**src/rtl/mul_res_fifo.sv**
```systemverilog
// Result buffer after the multiplier's last pipeline stage. It queues {res, status}
// pairs, hands them out over valid/ready, and keeps sticky fflags and an overrun flag.
module mul_res_fifo #(
  parameter int EXPO_W = 8,
  parameter int MANT_W = 23,
  parameter int DEPTH  = 4,
  localparam int CNT_W = $clog2(DEPTH + 1)
) (
  input  logic                     clk,
  input  logic                     rst,
  input  logic                     in_valid,
  output logic                     in_ready,
  input  logic [EXPO_W+MANT_W:0]   in_res,
  input  logic [4:0]               in_status,
  output logic                     out_valid,
  input  logic                     out_ready,
  output logic [EXPO_W+MANT_W:0]   out_res,
  output logic [4:0]               out_status,
  output logic [4:0]               fflags,
  input  logic                     fflags_clr,
  output logic                     overrun,
  output logic [CNT_W-1:0]         count
);

  localparam int RES_W = EXPO_W + MANT_W + 1;
  localparam int PTR_W = $clog2(DEPTH);

  logic [RES_W-1:0] mem_res_q [DEPTH];
  logic [4:0]       mem_st_q  [DEPTH];

  logic [PTR_W-1:0] wr_ptr_q, wr_ptr_d;
  logic [PTR_W-1:0] rd_ptr_q, rd_ptr_d;
  logic [CNT_W-1:0] count_q, count_d;
  logic [4:0]       fflags_q, fflags_d;
  logic             overrun_q, overrun_d;

  logic push, pop, drop;

  assign in_ready   = (count_q != CNT_W'(DEPTH));
  assign out_valid  = (count_q != '0);
  assign out_res    = mem_res_q[rd_ptr_q];
  assign out_status = mem_st_q[rd_ptr_q];
  assign fflags     = fflags_q;
  assign overrun    = overrun_q;
  assign count      = count_q;

  assign push = in_valid && in_ready;
  assign pop  = out_valid && out_ready;
  assign drop = in_valid && !in_ready;

  always_comb begin
    wr_ptr_d  = wr_ptr_q;
    rd_ptr_d  = rd_ptr_q;
    count_d   = count_q;
    // Clear first, then OR in this cycle's pop/drop so no event is lost.
    fflags_d  = (fflags_clr ? 5'b0 : fflags_q) | (pop ? out_status : 5'b0);
    overrun_d = (fflags_clr ? 1'b0 : overrun_q) | drop;
    if (push) wr_ptr_d = wr_ptr_q + PTR_W'(1);
    if (pop)  rd_ptr_d = rd_ptr_q + PTR_W'(1);
    if (push && !pop)      count_d = count_q + CNT_W'(1);
    else if (pop && !push) count_d = count_q - CNT_W'(1);
  end

  always_ff @(posedge clk) begin
    if (rst) begin
      wr_ptr_q  <= '0;
      rd_ptr_q  <= '0;
      count_q   <= '0;
      fflags_q  <= '0;
      overrun_q <= 1'b0;
    end else begin
      wr_ptr_q  <= wr_ptr_d;
      rd_ptr_q  <= rd_ptr_d;
      count_q   <= count_d;
      fflags_q  <= fflags_d;
      overrun_q <= overrun_d;
    end
  end

  // Storage has no reset; the pointers alone decide what is live.
  always_ff @(posedge clk) begin
    if (push && !rst) begin
      mem_res_q[wr_ptr_q] <= in_res;
      mem_st_q[wr_ptr_q]  <= in_status;
    end
  end

endmodule

```
**config.mk**
```make
export PLATFORM = sky130hd
export DESIGN_NAME = mul_res_fifo
export DESIGN_NICKNAME = d
export VERILOG_FILES = /design/src/rtl/mul_res_fifo.sv
export SDC_FILE = /design/constraint.sdc
export NUM_CORES = 1
export LEC_CHECK = 0
export CAP_MARGIN = 20
export CELL_PAD_IN_SITES_DETAIL_PLACEMENT = 1
export CELL_PAD_IN_SITES_GLOBAL_PLACEMENT = 1
export CORE_AREA = 8 8 132 134
export DETAILED_ROUTE_END_ITERATION = 8
export DIE_AREA = 0 0 140 142
export PLACE_DENSITY = 0.71
export SLEW_MARGIN = 15
export SYNTH_ARGS = -nofsm -noshare
export SYNTH_HDL_FRONTEND = slang
export SYNTH_SLANG_ARGS = --single-unit
```
**constraint.sdc**
```tcl
create_clock -name clk -period 3.2 [get_ports clk]
set_input_delay 0.64 -clock clk [delete_from_list [all_inputs] [get_ports clk]]
set_output_delay 0.64 -clock clk [all_outputs]
set_load 0.02 [all_outputs]
```
Word-level counts from Yosys, hierarchy flattened
Memory sizes are Yosys's and may differ from the RTL's. A register that Yosys moved wholly into a read port is not among the register bits. Index checks and enable logic that the tools add are counted.

$add $sub $neg: 4. Eq/ne operators: 1. Multiplexer cells: 11. Bitwise logic cells: 2. Reduce and logical (&&, ||, !) cells: 12.

Operator list (count): 5-bit two-way mux (2); 2-bit two-way mux (4); 1-bit logical AND (6); 3-bit two-way mux (2); 5-bit bitwise OR (1); 2-bit by 1-bit adder with 2-bit output (second input constant) (2); 1-bit logical NOT (4); 3-bit by 1-bit adder with 3-bit output (second input constant) (1); 1-bit two-way mux (3); 3-bit inequality test (second input constant) (1); 3-bit nonzero test (1); 3-bit by 1-bit subtractor with 3-bit output (second input constant) (1); 2-bit nonzero test (1); 1-bit bitwise OR (1).

Bits in registers: 13. Memory bits (writable): 148. Input bits: 42. Output and inout bits: 48. Word-level logic and storage cells: 37. Memories kept: 2.

Memories: mem_res_q (words 4, bits a word 32, read ports 1, clocked after memory_dff 1, wr ports 1, RTL line 28) `logic [RES_W-1:0] mem_res_q [DEPTH];`; mem_st_q (words 4, bits a word 5, read ports 1, clocked after memory_dff 1, wr ports 1, RTL line 29) `logic [4:0] mem_st_q [DEPTH];`.

Depth between registers and ports, before layout
Gate-level depths: netlist of the first run.

Depth after elaboration: 6. Depth in mapped cells: 8. Depth with buffers taken out: 8.

Least setup slack after synthesis of the first run
OpenSTA, ideal clock, no wires.

Kind: input to register. Start point: input port rst. End point: memory mem_res_q[0][0] in the netlist's numbering, enable pin. Setup time: 0.398 ns. Data arrival time: 1.988 ns. Data required time: 2.802 ns. Setup slack: 0.814 ns. Stages: 3. Buffers on the path: 1. Cell sequence: clkbuf_1 > nor3_1 > and2_1.

Word-level cells in the longest chain between the ends: 4.

Ends and longest elaborated chain: start, declared (RTL line 10) `input logic rst,`; 1-bit logical NOT (RTL line 82) `if (push && !rst) begin`; 1-bit logical AND (RTL line 82); 1-bit two-way mux (RTL line 82); 1-bit two-way mux (not written as such) (RTL line 83) `mem_res_q[wr_ptr_q] <= in_res;`; end, declared (RTL line 28).

Every way passes these cells.

==> qor.csv, run 1 <==
stage;metric;value;unit
worst_hold_path;worst hold path type;reg -> reg;
synthesis;Netlist cell types;27;
synthesis;Seq/Total Area, Yosys;78.8;%
floorplan;Die Span Y;142;µm
final_layout;cell area after layout;7870;µm²
route;Post-Route WL;12.2;mm
route;initial DRC count;187;
route;Routed wire per std cell;21.0;µm
worst_setup_path;Setup crit end kind;output port;
place;routability cong.;0.672;
synthesis;mux cell area share after synthesis;14.0;%
place;DP HPWL;7.99;mm
synthesis;post-synth net total;312;
pwr;PwrDens;811;nW/µm²
clocking;Post-CTS Setup Inserts;0;
worst_setup_path;R2R setup slack;1090;ps
grt;GRT Resource Usage Total;13.1;%
grt;grt ovf;0;
worst_setup_path;Req. time, crit path;2560;ps
timing;Setup violations, final;0;
timing;Setup Total Neg Slack;0;ps
floorplan;core region area;15400;µm²
route;DRT antenna net count;0;
pwr;leak pwr;2.57;nW
grt;vias in the first global route;3340;
floorplan;die area;19900;µm²
clocking;Clock Sinks;163;
timing;Final Cycle Share;95.2;%
timing;Hold Violations, Final;0;
clocking;clk buf depth;2;
floorplan;Cell Rows;46;
synthesis;main combinational cell family by area after synthesis;multiplexers;
clocking;H-tree depth;4;
synthesis;Synth Area in Simple Gates;2.31;%
run;Max Cap Viol;0;
synthesis;Post-synth EDFFs;148;
grt;largest net degree at the start of global routing;22;
pwr;overall power;6.38;mW
route;routed vias;2900;
pwr;Max rail drop VDD;0.397;mV
final_layout;share of cells above drive strength 1;22.5;%
place;I/O Buffers;89;
clocking;CTS tree;yes;
synthesis;post-synthesis xor/xnor area fraction;0.582;%
synthesis;area share of the largest cell type after synthesis;73.8;%
timing;worst slew pin tran;605;ps
synthesis;YS warnings;0;
run_status;outcome;completed;
synthesis;Synth Register Bits;163;
clocking;clk slew on worst S/H paths;60;ps
timing;worst clock skew;12.8;ps
route;drt pass-1 iters;4;
timing;final critical-path required period;3050;ps
grt;initial antenna violation count;0;
synthesis;Compound-Gate Fraction of Synth Area;1.58;%
worst_setup_path;CP max stage delay;610;ps
floorplan;I/O Pins;90;
clocking;clk_lat worst skew;420;ps
clocking;cts bufs inserted;17;
worst_setup_path;crit-path cells;buf_12 -> mux4_2 -> clkdlybuf4s50_1;
worst_setup_path;Buf+Inv Stages, Crit Path;2;
clocking;hold buffers post-CTS;0;
timing;f_max;328;MHz
place;Placed Area;7220;µm²
timing;final slew viol count;0;
timing;WHS;490;ps
worst_setup_path;crit path kind;reg -> out;
route;routed vias/inst;5.01;
final_layout;Antenna Cells;0;
synthesis;Synth Flop Type;edfxtp_1;
clocking;post-cts resize count;0;
route;drt drc;0;
synthesis;top cells by area, synth;edfxtp_1, mux4_2, dfxtp_1;
synthesis;largest area contributor in the netlist;edfxtp_1;
floorplan;Die Wd;140;µm
synthesis;Synth Area in Adders;1.37;%
final_layout;post-layout net count;422;
floorplan;Initial Util;39.0;%
worst_setup_path;delay-heaviest family, CP;buffers and inverters;
timing;relative slew slack;59.6;%
worst_setup_path;Worst setup SP type;flop;
worst_setup_path;Arr. time, crit path;2410;ps
synthesis;Mapped Cells;264;
clocking;CTS root buf;clkbuf_16;
final_layout;synthesis-to-layout area growth;30.7;%
timing;unrepaired setup endpoints after global routing;false;
synthesis;Syn Std Cell Area;6020;µm²
final_layout;FILL cells;1394;
synthesis;Synth async-reset ratio;0;%
worst_setup_path;slowest CP cell;dfxtp_2;
worst_setup_path;peak fanout along the critical path;16;
grt;first-pass GRT wire length;19.2;mm
synthesis;Synth Area per Inst;22.8;µm²
-- where the power goes --
group / switching, mW / total (mW) / internal, mW
logic: 0.754 / 1.61 / 0.858
clock network: 0.789 / 2.17 / 1.38
registers: 0.125 / 2.60 / 2.47
-- per-stage QoR --
step / setup WS [ps] / utilization [%] / std cells
global placement: 565 / 46.8 / 547
finish: 154 / 51.0 / 579
detailed placement: 503 / 46.8 / 547
floorplan: 814 / - / 264
global route: 19.9 / 51.0 / 579
CTS: 79.7 / 51.0 / 579
-- state kept, by name, summed over array words and instances, names as in the netlist, named ones only --
signal,count
mem_res_q,128
overrun,1
rd_ptr_q,2
mem_st_q,20
count,3
wr_ptr_q,2
fflags,5
-- final cells by class --
cell class / count / area, µm² / share of cell area, %
Sequential cell: 163 / 4750 / 60.4
Multi-Input combinational cell: 86 / 1200 / 15.3
Timing Repair Buffer: 101 / 1020 / 12.9
Clock buffer: 18 / 429 / 5.46
Tap cell: 192 / 240 / 3.05
Clock inverter: 14 / 211 / 2.69
Inverter: 5 / 18.8 / 0.239
-- cells by family (layout without fill, tap and decap cells) --
| group | after synthesis | count (layout) |
|---|---|---|
| adders and majority gates | 6 | 6 |
| and+or+nand+nor | 24 | 24 |
| muxes | 38 | 38 |
| buffers and inverters | 15 | 138 |
| AOI/OAI and AO/OA | 14 | 14 |
| DFF | 163 | 163 |
| xor gates and xnor gates | 4 | 4 |
-- cell usage after synthesis, types with 2 or more instances --
master    count
nor2_1        9
buf_2         3
mux4_2       37
or3_1         3
o21ai_0       3
nor3b_1       4
ha_1          5
dfxtp_1      15
buf_4         3
clkbuf_1      2
and2_1        4
edfxtp_1    148
a21o_1        4
inv_1         5
a21oi_1       4
xor2_1        4
-- cell usage in the layout (no fill, tap or decap), types with 5 or more instances in the layout --
| cell | netlist | routed |
|---|---|---|
| clkdlybuf4s50_1 | 0 | 89 |
| bufinv_16 | 0 | 5 |
| ha_1 | 5 | 5 |
| dfxtp_1 | 15 | 13 |
| buf_4 | 3 | 9 |
| nor2_1 | 9 | 9 |
| inv_1 | 5 | 5 |
| clkbuf_16 | 0 | 17 |
| edfxtp_1 | 148 | 148 |
| mux4_2 | 37 | 37 |
-- routing by layer --
| layer | up-vias | global-route usage (%) | part of all wire (%) |
|---|---|---|---|
| met1 | 1504 | 15.2 | 43 |
| met4 | 0 | 5.49 | 1.5 |
| met2 | 70 | 21.4 | 50 |
| li1 | 1308 | - | - |
| met3 | 18 | 5.17 | 6.5 |
| met5 | - | 0 | 0 |
-- final timing paths --
check        startpoint  depth (start not counted)          end
min           fflags[4]                          1    fflags[4]
max                flop                          3  out_res[23]
min reg2reg   fflags[4]                          1    fflags[4]
max reg2reg    count[1]                          7     count[2]
(Power assumes the default switching activity.)
==> run 2: changes to the inputs <==
Settings changed: SETUP_SLACK_MARGIN set to 0.4.
==> run 2 against run 1 <==
- combinational power is essentially flat
- worst setup slack gained 320 ps
- cell count grew 1.0%
- worst hold slack gained 1.1 ps
- power shrank 0.41%
- fmax grew 12%
- register-to-register slack is essentially flat
- global-route usage grew 0.17 points
- utilization grew 0.26 points
- sequential share of layout area shrank 0.24 points
- clock-buffer cell count is the same
==> qor.csv, run 2 (synthesized netlist as in run 1, its figures left out) <==
stage;metric;value;unit;change
run_status;outcome;completed;;
clocking;H-tree depth;4;;unchanged
worst_setup_path;slowest CP cell;clkdlybuf4s50_1;;
timing;unrepaired setup endpoints after global routing;false;;
place;routability cong.;0.672;;unchanged
place;DP HPWL;7.99;mm;unchanged
final_layout;synthesis-to-layout area growth;31.3;%;
final_layout;Antenna Cells;0;;unchanged
timing;Setup Total Neg Slack;0;ps;unchanged
clocking;cts bufs inserted;17;;unchanged
place;dpl cells;547;;unchanged
worst_hold_path;worst hold path type;reg -> reg;;
timing;worst slew pin tran;434;ps;-171 ps
floorplan;die area;19900;µm²;unchanged
pwr;Combinational Power Share;25.5;%;+0.2 points
floorplan;Die Span Y;142;µm;unchanged
worst_setup_path;crit path kind;reg -> out;;
final_layout;post-layout net count;428;;+1.4%
timing;f_max;367;MHz;+12%
floorplan;Cell Rows;46;;unchanged
worst_setup_path;delay-heaviest family, CP;buffers and inverters;;
pwr;PwrDens;803;nW/µm²;-0.92%
grt;initial antenna violation count;0;;unchanged
final_layout;Finished Layout Cells;585;;+1.0%
pwr;Int Power;4.68;mW;-0.68%
worst_setup_path;peak fanout along the critical path;12;;-4
clocking;hold buffers post-CTS;0;;unchanged
worst_setup_path;crit-path cells;buf_12 -> mux4_2 -> clkdlybuf4s50_1;;
floorplan;core region area;15400;µm²;unchanged
floorplan;Die Wd;140;µm;unchanged
grt;first-pass GRT wire length;19.4;mm;+1.3%
route;routed vias/inst;5.00;;-0.17%
pwr;leak pwr;2.66;nW;+3.5%
clocking;CTS tree;yes;;
worst_setup_path;Worst setup SP type;flop;;
worst_setup_path;CP max stage delay;560;ps;-50 ps
clocking;clk_lat worst skew;420;ps;about the same
clocking;clk slew on worst S/H paths;60;ps;about the same
route;drt drc;0;;unchanged
final_layout;max reg flops;128;;unchanged
final_layout;Biggest register;mem_res_q;;
grt;GRT Resource Usage Total;13.3;%;+0.17 points
worst_setup_path;Buf+Inv Stages, Crit Path;2;;unchanged
final_layout;most frequent cells in the layout;edfxtp_1, clkdlybuf4s50_1, mux4_2, clkbuf_16, dlygate4sd2_1;;
route;drt pass-1 iters;4;;unchanged
pwr;proportion of total power due to net switching;26.3;%;+0.20 points
timing;Hold Violations, Final;0;;unchanged
route;Routed wire per std cell;21.1;µm;+0.43%
grt;grt ovf;0;;unchanged
route;initial DRC count;196;;+4.8%
route;routed vias;2925;;+0.86%
worst_setup_path;Req. time, crit path;2560;ps;about the same
place;I/O Buffers;89;;unchanged
worst_setup_path;Setup crit end kind;output port;;
final_layout;share of cells above drive strength 1;23.7;%;+1.2 points
grt;vias in the first global route;3386;;+1.4%
pwr;Max rail drop VDD;0.400;mV;+0.86%
run;Max Cap Viol;0;;unchanged
route;Post-Route WL;12.3;mm;+1.5%
clocking;CTS root buf;clkbuf_16;;
timing;final critical-path required period;2720;ps;-322 ps
pwr;clock share of power;34.1;%;about the same
clocking;clk buf depth;2;;unchanged
worst_setup_path;Arr. time, crit path;2080;ps;-330 ps
pwr;Net Switching;1.67;mW;+0.33%
timing;Setup violations, final;0;;unchanged
route;DRT antenna net count;0;;unchanged
timing;relative slew slack;70.8;%;+11 points
floorplan;Initial Util;39.0;%;unchanged
timing;Final Cycle Share;85.1;%;-10 points
final_layout;most common cell after layout, fill and taps aside;edfxtp_1;;
clocking;Clock Sinks;163;;unchanged
grt;largest net degree at the start of global routing;22;;unchanged
timing;final slew viol count;0;;unchanged
timing;worst clock skew;10.3;ps;-2.49 ps
floorplan;I/O Pins;90;;unchanged
pwr;Sequential Power Share;40.3;%;-0.4 points
[run 2: stage by stage]
step,instance area [µm²],hold slack (ps),worst slack (ps),util (%),power (mW)
floorplan,6020,485,814,-,3.55
global placement,7220,457,565,46.8,4.27
detailed placement,7220,470,503,46.8,4.29
CTS,7900,494,403,51.2,6.46
global route,7910,512,401,51.2,6.62
finish,7910,491,476,51.2,6.35
[run 2: repair_timing]
action | in CTS | in global routing
buffers inserted | 6 | 0
resized for setup | 18 | 4
pin swaps | 0 | 0
endpoints found under the setup margin | 37 | 4
[run 2: layout make-up]
type	count	area [µm²]
clock buffer	18	429
clock inverter	14	211
fill	1402	7520
inverter	5	18.8
multi-input combinational	86	1200
sequential	163	4750
tap	192	240
timing repair buffer	107	1050
[run 2: worst reg2reg max path: cells and delay by family, from the launching register on]
kind	cells	cell delay, ps
adders and majority gates	2	610
AOI/OAI and AO/OA	2	530
DFF	1	390
and+or+nand+nor	1	300
xor gates and xnor gates	1	150
buffers and inverters	1	60
[run 2: routing by layer]
| metal | vias to the layer above | global-route usage (%) | share of wire [%] |
|---|---|---|---|
| met1 | 1512 | 15.2 | 42 |
| li1 | 1324 | - | - |
| met5 | - | 0 | 0 |
| met3 | 17 | 5.00 | 6.1 |
| met2 | 72 | 22.1 | 51 |
| met4 | 0 | 5.49 | 1.5 |
[run 2: path summary, 6_finish.rpt]
kind             start          end  slack, ps  depth (start not counted)
max               flop  out_res[31]        480                          3
min reg2reg  fflags[4]    fflags[4]        490                          1
max reg2reg   count[1]     count[2]       1090                          7
min          fflags[4]    fflags[4]        490                          1
[run 2: power groups by stage]
stage	logic (mW)	clock network, mW	registers, mW
2_1_floorplan	0.950	0	2.60
3_3_place_gp	1.63	0	2.64
3_5_place_dp	1.64	0	2.65
4_1_cts	1.67	2.22	2.57
5_1_grt	1.74	2.30	2.58
6_report	1.62	2.17	2.56
==> run 3: changes to the inputs <==
Settings changed: SETUP_SLACK_MARGIN 0.4 to not set.
==> results of run 3 <==
Final layout, timing and power as in run 1 (identical DEF).
